`src/rtl/mux_key_with_default_if.sv`:
```
// Bus bundle for the key-to-data lookup mux: table, key and default in; lookup results out.
// multi_hit exists only when MUXKEY_MULTI_HIT_EN is defined.
`timescale 1ns/1ps
interface mux_key_with_default_if #(
  parameter int NR_KEY   = 2,
  parameter int KEY_LEN  = 1,
  parameter int DATA_LEN = 1
);
  logic [KEY_LEN-1:0]                   key;
  logic [DATA_LEN-1:0]                  default_out;
  logic [NR_KEY*(KEY_LEN+DATA_LEN)-1:0] lut;
  logic [DATA_LEN-1:0]                  out;
  logic                                 hit;
  logic [DATA_LEN-1:0]                  out_q;
  logic                                 hit_q;
`ifdef MUXKEY_MULTI_HIT_EN
  logic                                 multi_hit;
`endif

  // No valid/ready handshake: key/lut/default_out are sampled every cycle,
  // out/hit answer combinationally and out_q/hit_q follow one edge later.
  modport master (
    output key, default_out, lut,
`ifdef MUXKEY_MULTI_HIT_EN
    input  multi_hit,
`endif
    input  out, hit, out_q, hit_q
  );

  modport slave (
    input  key, default_out, lut,
`ifdef MUXKEY_MULTI_HIT_EN
    output multi_hit,
`endif
    output out, hit, out_q, hit_q
  );
endinterface

```
`src/rtl/mux_key_with_default.sv`:
```
// Priority key-to-data lookup mux with default, plus a registered copy of the result.
// Optional feature macro: MUXKEY_MULTI_HIT_EN (adds the multi_hit detector).
`timescale 1ns/1ps
module mux_key_with_default #(
  parameter int NR_KEY   = 2,
  parameter int KEY_LEN  = 1,
  parameter int DATA_LEN = 1
) (
  input  logic                         clk,
  input  logic                         rst,
  mux_key_with_default_if.slave        bus
);
  localparam int P = KEY_LEN + DATA_LEN;

  logic [NR_KEY-1:0]   match;
  logic [DATA_LEN-1:0] out_d;
  logic                hit_d;
  logic [DATA_LEN-1:0] out_q;
  logic                hit_q;

  always_comb begin
    match = '0;
    for (int i = 0; i < NR_KEY; i++) begin
      match[i] = (bus.lut[P*i+DATA_LEN +: KEY_LEN] == bus.key);
    end
  end

  // Walk from the top entry down so the lowest-index match is the last writer.
  always_comb begin
    out_d = bus.default_out;
    hit_d = 1'b0;
    for (int i = NR_KEY-1; i >= 0; i--) begin
      if (match[i]) begin
        out_d = bus.lut[P*i +: DATA_LEN];
        hit_d = 1'b1;
      end
    end
  end

  always_ff @(posedge clk) begin
    if (rst) begin
      out_q <= '0;
      hit_q <= 1'b0;
    end else begin
      out_q <= out_d;
      hit_q <= hit_d;
    end
  end

  assign bus.out   = out_d;
  assign bus.hit   = hit_d;
  assign bus.out_q = out_q;
  assign bus.hit_q = hit_q;

`ifdef MUXKEY_MULTI_HIT_EN
  logic multi_hit_d;
  logic multi_hit_q;
  logic seen;

  always_comb begin
    multi_hit_d = 1'b0;
    seen        = 1'b0;
    for (int i = 0; i < NR_KEY; i++) begin
      if (match[i]) begin
        if (seen) multi_hit_d = 1'b1;
        seen = 1'b1;
      end
    end
  end

  always_ff @(posedge clk) begin
    if (rst) multi_hit_q <= 1'b0;
    else     multi_hit_q <= multi_hit_d;
  end

  assign bus.multi_hit = multi_hit_d;

`ifndef SYNTHESIS
  always @(posedge clk) begin
    if (multi_hit_d && !rst)
      $display("[%0t] mux_key_with_default warning: key %h matches several entries (prev cycle multi=%0b)",
               $time, bus.key, multi_hit_q);
  end
`endif
`endif
endmodule

```
`src/flat_wrapper.sv`:
```
// flat-port wrapper written by rule: the top's interface ports become plain ports
module mux_key_with_default_flat 
#(
  parameter int NR_KEY   = 2,
  parameter int KEY_LEN  = 1,
  parameter int DATA_LEN = 1
)
  (clk, rst, bus_key, bus_default_out, bus_lut, bus_out, bus_hit, bus_out_q, bus_hit_q);
  mux_key_with_default_if #(.NR_KEY(NR_KEY), .KEY_LEN(KEY_LEN), .DATA_LEN(DATA_LEN)) bus_i ();
  input  logic clk;
  input  logic rst;
  input wire logic [$bits(bus_i.key)-1:0] bus_key;
  input wire logic [$bits(bus_i.default_out)-1:0] bus_default_out;
  input wire logic [$bits(bus_i.lut)-1:0] bus_lut;
  output wire logic [$bits(bus_i.out)-1:0] bus_out;
  output wire logic [$bits(bus_i.hit)-1:0] bus_hit;
  output wire logic [$bits(bus_i.out_q)-1:0] bus_out_q;
  output wire logic [$bits(bus_i.hit_q)-1:0] bus_hit_q;
  assign bus_i.key = bus_key;
  assign bus_i.default_out = bus_default_out;
  assign bus_i.lut = bus_lut;
  assign bus_out = bus_i.out;
  assign bus_hit = bus_i.hit;
  assign bus_out_q = bus_i.out_q;
  assign bus_hit_q = bus_i.hit_q;
  mux_key_with_default #(.NR_KEY(NR_KEY), .KEY_LEN(KEY_LEN), .DATA_LEN(DATA_LEN)) u_core (.clk(clk), .rst(rst), .bus(bus_i));
endmodule
```
`config.mk`:
```
export PLATFORM = sky130hd
export DESIGN_NAME = mux_key_with_default_flat
export DESIGN_NICKNAME = d
export VERILOG_FILES = /design/src/rtl/mux_key_with_default_if.sv /design/src/rtl/mux_key_with_default.sv /design/src/flat_wrapper.sv
export SDC_FILE = /design/constraint.sdc
export NUM_CORES = 1
export LEC_CHECK = 0
export ABC_CLOCK_PERIOD_IN_PS = 3000
export CAP_MARGIN = 10
export CORE_AREA = 5 5 42 44
export CTS_CLUSTER_DIAMETER = 100
export DETAILED_ROUTE_END_ITERATION = 12
export DIE_AREA = 0 0 47 49
export GPL_TIMING_DRIVEN = 0
export PLACE_DENSITY = 0.3
export REMOVE_ABC_BUFFERS = 1
export SLEW_MARGIN = 20
export SYNTH_ARGS = -nofsm -noshare
export SYNTH_HDL_FRONTEND = slang
export SYNTH_SLANG_ARGS = --single-unit
```
`constraint.sdc`:
```
create_clock -name clk -period 3 [get_ports clk]
set_clock_uncertainty 0.1 [all_clocks]
set_input_delay 0.45 -clock clk [delete_from_list [all_inputs] [get_ports clk]]
set_output_delay 0.45 -clock clk [all_outputs]
set_load 0.01 [all_outputs]
```
==> flow_metrics.tcl, run 1 <==
set metrics [dict create \
    grt_pass1_vias 165 \
    core_sq_um 1401 \
    cts_resized 0 \
    clock-sinks 2 \
    drt_iter0_drc 0 \
    numCtsBuffers 3 \
    multi_input_area_sq_um 73.82 \
    syn-cell-area_sq_um 117.6 \
    routedWlPerCell_microns 8.744 \
    start_kind "primary input" \
    cp_max_fo 3 \
    grtUsageTotal_pct 5.063 \
    leakage_nw 0.1084 \
    nNetsFinal 37 \
    htreeDepth 1 \
    die_w_microns 47 \
    grt_max_degree 5 \
    path_cells "clkdlybuf4s50_1 -> nor2b_1 -> or3_1 -> o211a_1 -> clkdlybuf4s50_1" \
    die_area_sq_um 2303 \
    rows 14 \
    worstSetupPathType "in2out" \
    synth_area_leaders "dfxtp_1, nor2b_1, o2111a_1, mux2i_1, o211a_1" \
    final_antenna_net_count 0 \
    worstHoldPathCells 3 \
    fillCellCount 165 \
    power_density_nw_per_um2 439.0 \
    synth_area_leader_cell "dfxtp_1" \
    synth.avg_cell_area_sq_um 9.047 \
    post_cts_buffers 0 \
    setup_tns_ns 0 \
    drive_gt1_share_pct 11.11 \
    status "finished, final reports clean" \
    drv_slew 0 \
    cpMostUsedCell "clkdlybuf4s50_1" \
    routed_wl_microns 376 \
    drc 0 \
    cap_violations 0 \
    grt.overflow.total 0 \
    start_util_pct 8.393 \
    cts.clk_slew.worst_paths_ns 0.03 \
    crit_path_max_incr_delay_ns 0.47 \
    dr.pass1.iters 1 \
    finalSetupViolCount 0 \
    seq_area_frac_synth_pct 34.04 \
    viasPerCell 3.326 \
    min_path_type "in2reg" \
    cts_tree "yes" \
    routabilityCongestion 0.5606 \
    grt_pass1_wl_microns 696 \
    yosys_warnings 0 \
    vias 143 \
    cts_hold_buf 0 \
    rsz0062_at_grt "no" \
    area_delta_synth_final_pct 129.8 \
    max-slew-margin-rel_pct 79.78 \
    seqCellArea_sq_um 40.04 \
    postSynthCellCount 13 \
    ys_ff_latch 2 \
    synth.distinct_cells 10 \
    crit_arrival_ns 2.00 \
    finalCritPeriodShare_pct 84.97 \
    clock-root-buffer "clkbuf_4" \
    io_buffer_count 11 \
    die_h_microns 49 \
    worstMarginPinSlew_ns 0.2949 \
    antenna_found_initial 0 \
    finalPower_uw 118.6 \
    critPathRequiredTime_ns 2.45 \
    ios 12 \
    ctsLongestPathBuffers 2 \
    final_hold_viol_count 0 \
    finalCriticalPeriod_ns 2.549 \
    vdd_drop_max_uv 86.65 \
    setup.worst_path.end_class "output port" \
    antennaDiodeCount 0 \
    synth.top_cell.area_share_pct 34.04 \
    fmax_mhz 392.3 \
    cp_slowest_cell "clkdlybuf4s50_1" \
]
-- path summary, 6_finish.rpt --
path	from	slack (ns)	end
max	bus_key	0.45	bus_out
min	rst	0.74	u_core.bus.hit_q
-- sequential cells by signal, summed over array words and instances, names as in the netlist --
signal and count:
u_core.bus.hit_q 1, u_core.bus.out_q 1
-- stage by stage --
stage | utilization (%) | instances | instance area, sq um | hold WS, ns | setup slack [ns]
global placement | 17.68 | 40 | 247.7 | 0.9612 | 0.4341
detailed placement | 17.68 | 40 | 247.7 | 0.9709 | 0.4456
global route | 19.29 | 43 | 270.3 | 0.7443 | 0.3201
CTS | 19.29 | 43 | 270.3 | 0.7347 | 0.4393
finish | 19.29 | 43 | 270.3 | 0.7392 | 0.4510
floorplan | - | 13 | 117.6 | 0.5213 | 1.315
-- synth_stat cells (all sizes together) --
master and n:
and2 1, o211a 1, nor2 1, mux2i 1, o2111a 1, nor2b 3
dfxtp 2, inv 1, a22oi 1, or3 1
-- cell families (layout without fill, tap and decap cells) --
family | Yosys count | count (layout) | share of synthesized area [%]
AO/OA/AOI/OAI | 3 | 3 | 24.47
flip-flops | 2 | 2 | 34.04
multiplexers | 1 | 1 | 8.511
AND/OR/NAND/NOR | 6 | 6 | 29.79
buffers and inverters | 1 | 15 | 3.188
-- area by class of cell --
cell class,instances,area share (%)
clock buffer,3,8.333
inverter,1,1.389
multi-input combinational,10,27.31
sequential,2,14.81
tap,16,7.407
timing repair buffer,11,40.74
-- per-layer routing --
| layer | global-route usage (%) | up-vias | part of all wire [%] | routed length, microns |
|---|---|---|---|---|
| met5 | 0 | - | 0 | 0 |
| met4 | 6.912 | 0 | 0 | 0 |
| met3 | 5.166 | 0 | 20 | 76 |
| met2 | 5.204 | 12 | 42 | 157 |
| met1 | 4.376 | 55 | 38 | 142 |
| li1 | - | 76 | - | - |
-- cells in the final DEF (no fill, tap or decap) --
master,instances
a22oi_1,1
and2_1,1
clkbuf_4,3
clkdlybuf4s50_1,11
dfxtp_1,2
inv_1,1
mux2i_1,1
nor2_1,1
nor2b_1,3
o2111a_1,1
o211a_1,1
or3_1,1
-- where the power goes --
part	internal, mW	leakage, nW	switching, mW
logic	0.0204	0.0778	0.0103
clock network	0.0440	0.0138	0.0143
registers	0.0290	0.0168	0.000510
-- critical path: cells and delay by family --
family / cells / cell delay (ns)
AND/OR/NAND/NOR: 2 / 0.53
AO/OA/AOI/OAI: 1 / 0.14
buffers and inverters: 2 / 0.88
Power figures use the tool's default switching activity.
==> run 2: changes to the inputs <==
--- a/config.mk
+++ b/config.mk
@@ -5,7 +5,7 @@
 export SDC_FILE = /design/constraint.sdc
 export NUM_CORES = 1
 export LEC_CHECK = 0
-export ABC_CLOCK_PERIOD_IN_PS = 3000
+export ABC_CLOCK_PERIOD_IN_PS = 2500
 export CAP_MARGIN = 10
 export CORE_AREA = 5 5 42 44
 export CTS_CLUSTER_DIAMETER = 100
==> constraint.sdc (replaced) <==
create_clock -name clk -period 2.5 [get_ports clk]
set_clock_uncertainty 0.1 [all_clocks]
set_input_delay 0.375 -clock clk [delete_from_list [all_inputs] [get_ports clk]]
set_output_delay 0.375 -clock clk [all_outputs]
set_load 0.01 [all_outputs]
==> run 2 against run 1 <==
Sequential cell count is the same. Sequential power increased by 20%. Critical path depth down 1. Global-route usage is the same. Clock power grew 20%. Sequential share of layout area down 0.59 points. Via count grew 1.4%. Count of clock-buffer cells in the layout unchanged. Total power grew 21%. Final area is 4.2% higher. Combinational power is 24% higher. First-iteration DRC count unchanged. Critical endpoint is now bus_hit. Largest cell class unchanged.
==> flow_metrics.tcl, run 2 (same netlist as run 1, synthesis figures left out) <==
set metrics [dict create \
    status "finished, final reports clean" \
    start_kind "primary input" \
    viasPerCell 3.372 \
    combPwrFrac_pct 26.5 \
    leakage_nw 0.1166 \
    internal_power_uw 112.8 \
    critPathRequiredTime_ns 2.03 \
    rsz0062_at_grt "no" \
    start_util_pct 8.393 \
    cp_max_fo 4 \
    routedWlPerCell_microns 8.930 \
    layout_common_cells "clkdlybuf4s50_1, clkbuf_4, nor2b_2, dfxtp_1" \
    final_antenna_net_count 0 \
    vias 145 \
    grt_max_degree 5 \
    final_hold_viol_count 0 \
    worstSetupPathType "in2out" \
    ctsLongestPathBuffers 2 \
    drt_iter0_drc 0 \
    htreeDepth 1 \
    worstHoldPathCells 3 \
    swShare_pct 21.38 \
    switchingPower_uw 30.69 \
    cap_violations 0 \
    core_sq_um 1401 \
    setup_tns_ns 0 \
    dr.pass1.iters 1 \
    grt_pass1_wl_microns 696 \
    die_w_microns 47 \
    grt.overflow.total 0 \
    ios 12 \
    grtUsageTotal_pct 5.063 \
    crit_path_max_incr_delay_ns 0.59 \
    routed_wl_microns 384 \
    grt_pass1_vias 165 \
    cpMostUsedCell "clkdlybuf4s50_1" \
    antenna_found_initial 0 \
    rows 14 \
    top_regs "u_core.bus.hit_q: 1 flops, u_core.bus.out_q: 1 flops" \
    max-slew-margin-rel_pct 84.06 \
    die_h_microns 49 \
    fmax_mhz 441.8 \
    die_area_sq_um 2303 \
    area_delta_synth_final_pct 139.4 \
    drv_slew 0 \
    finalCritPeriodShare_pct 90.53 \
    worstMarginPinSlew_ns 0.2345 \
    path_cells "clkdlybuf4s50_1 -> nor2b_2 -> mux2i_2 -> clkdlybuf4s50_1" \
    antennaDiodeCount 0 \
    pwr-share-seq_pct 24.7 \
    p_clk_share_pct 48.8 \
    io_buffer_count 11 \
    cts_hold_buf 0 \
    drc 0 \
    routabilityCongestion 0.5606 \
    min_path_type "in2reg" \
    fin_hold_ws_ns 0.6624 \
    clock-root-buffer "clkbuf_4" \
    nNetsFinal 37 \
    setup.worst_path.end_class "output port" \
    vdd_drop_max_uv 94.22 \
    cts_tree "yes" \
    crit_arrival_ns 1.79 \
    drive_gt1_share_pct 22.22 \
    finalCriticalPeriod_ns 2.263 \
    numCtsBuffers 3 \
    clock-sinks 2 \
    cts.clk_slew.worst_paths_ns 0.03 \
    cp_slowest_cell "clkdlybuf4s50_1" \
    power_density_nw_per_um2 509.8 \
    layout_commonest_cell "clkdlybuf4s50_1" \
    finalSetupViolCount 0 \
]
## run 2: cell count changes in the layout (fill, tap and decap cells not counted)
cell and change:
clkdlybuf4s50_1 -1, dlymetal6s2s_1 +1, mux2i_1 -1, mux2i_2 +1, nor2b_1 -2, nor2b_2 +2
## run 2: per-stage QoR
stage	power, mW	setup slack, ns	util (%)	cell area (sq um)	std cells
finish	0.1435	0.2367	20.09	281.5	43
global route	0.1637	0.1478	20.09	281.5	43
CTS	0.1491	0.08930	19.29	270.3	43
detailed placement	0.07293	0.09563	17.68	247.7	40
global placement	0.07306	0.08410	17.68	247.7	40
floorplan	0.04878	0.9649	-	117.6	13
## run 2: metal layers
| metal | up-vias | GRT usage [%] | wire length [microns] |
|---|---|---|---|
| met4 | 0 | 6.912 | 0 |
| met1 | 57 | 4.376 | 141 |
| met2 | 12 | 5.204 | 167 |
| li1 | 76 | - | - |
| met3 | 0 | 5.166 | 74 |
| met5 | - | 0 | 0 |
## run 2: power groups by stage
stage               logic, mW  clock network [mW]  registers [mW]
CTS                    0.0374              0.0762          0.0355
global route           0.0419              0.0860          0.0358
detailed placement     0.0370                   0          0.0359
floorplan              0.0115                   0          0.0373
finish                 0.0380              0.0700          0.0355
global placement       0.0373                   0          0.0357
## run 2: worst paths after layout
path                    start                to  slack, ns
worst max-delay path  bus_key           bus_hit       0.24
worst min-delay path      rst  u_core.bus.hit_q       0.66
## run 2: timing repair
action	in CTS	in global routing
setup endpoints to repair	0	1
resized for setup	0	4
buffers inserted	0	0
## run 2: layout make-up
type	instances	area, sq um
Inverter	1	3.754
Fill cell	165	1120
Tap cell	16	20.02
Clock buffer	3	22.52
Sequential cell	2	40.04
Multi-Input combinational cell	10	82.58
Timing Repair Buffer	11	112.6
## run 2: worst max-delay path, delay by kind of cell
| family | cells | cell delay (ns) |
|---|---|---|
| buf+inv | 2 | 1.02 |
| mux | 1 | 0.22 |
| simple gates | 1 | 0.18 |
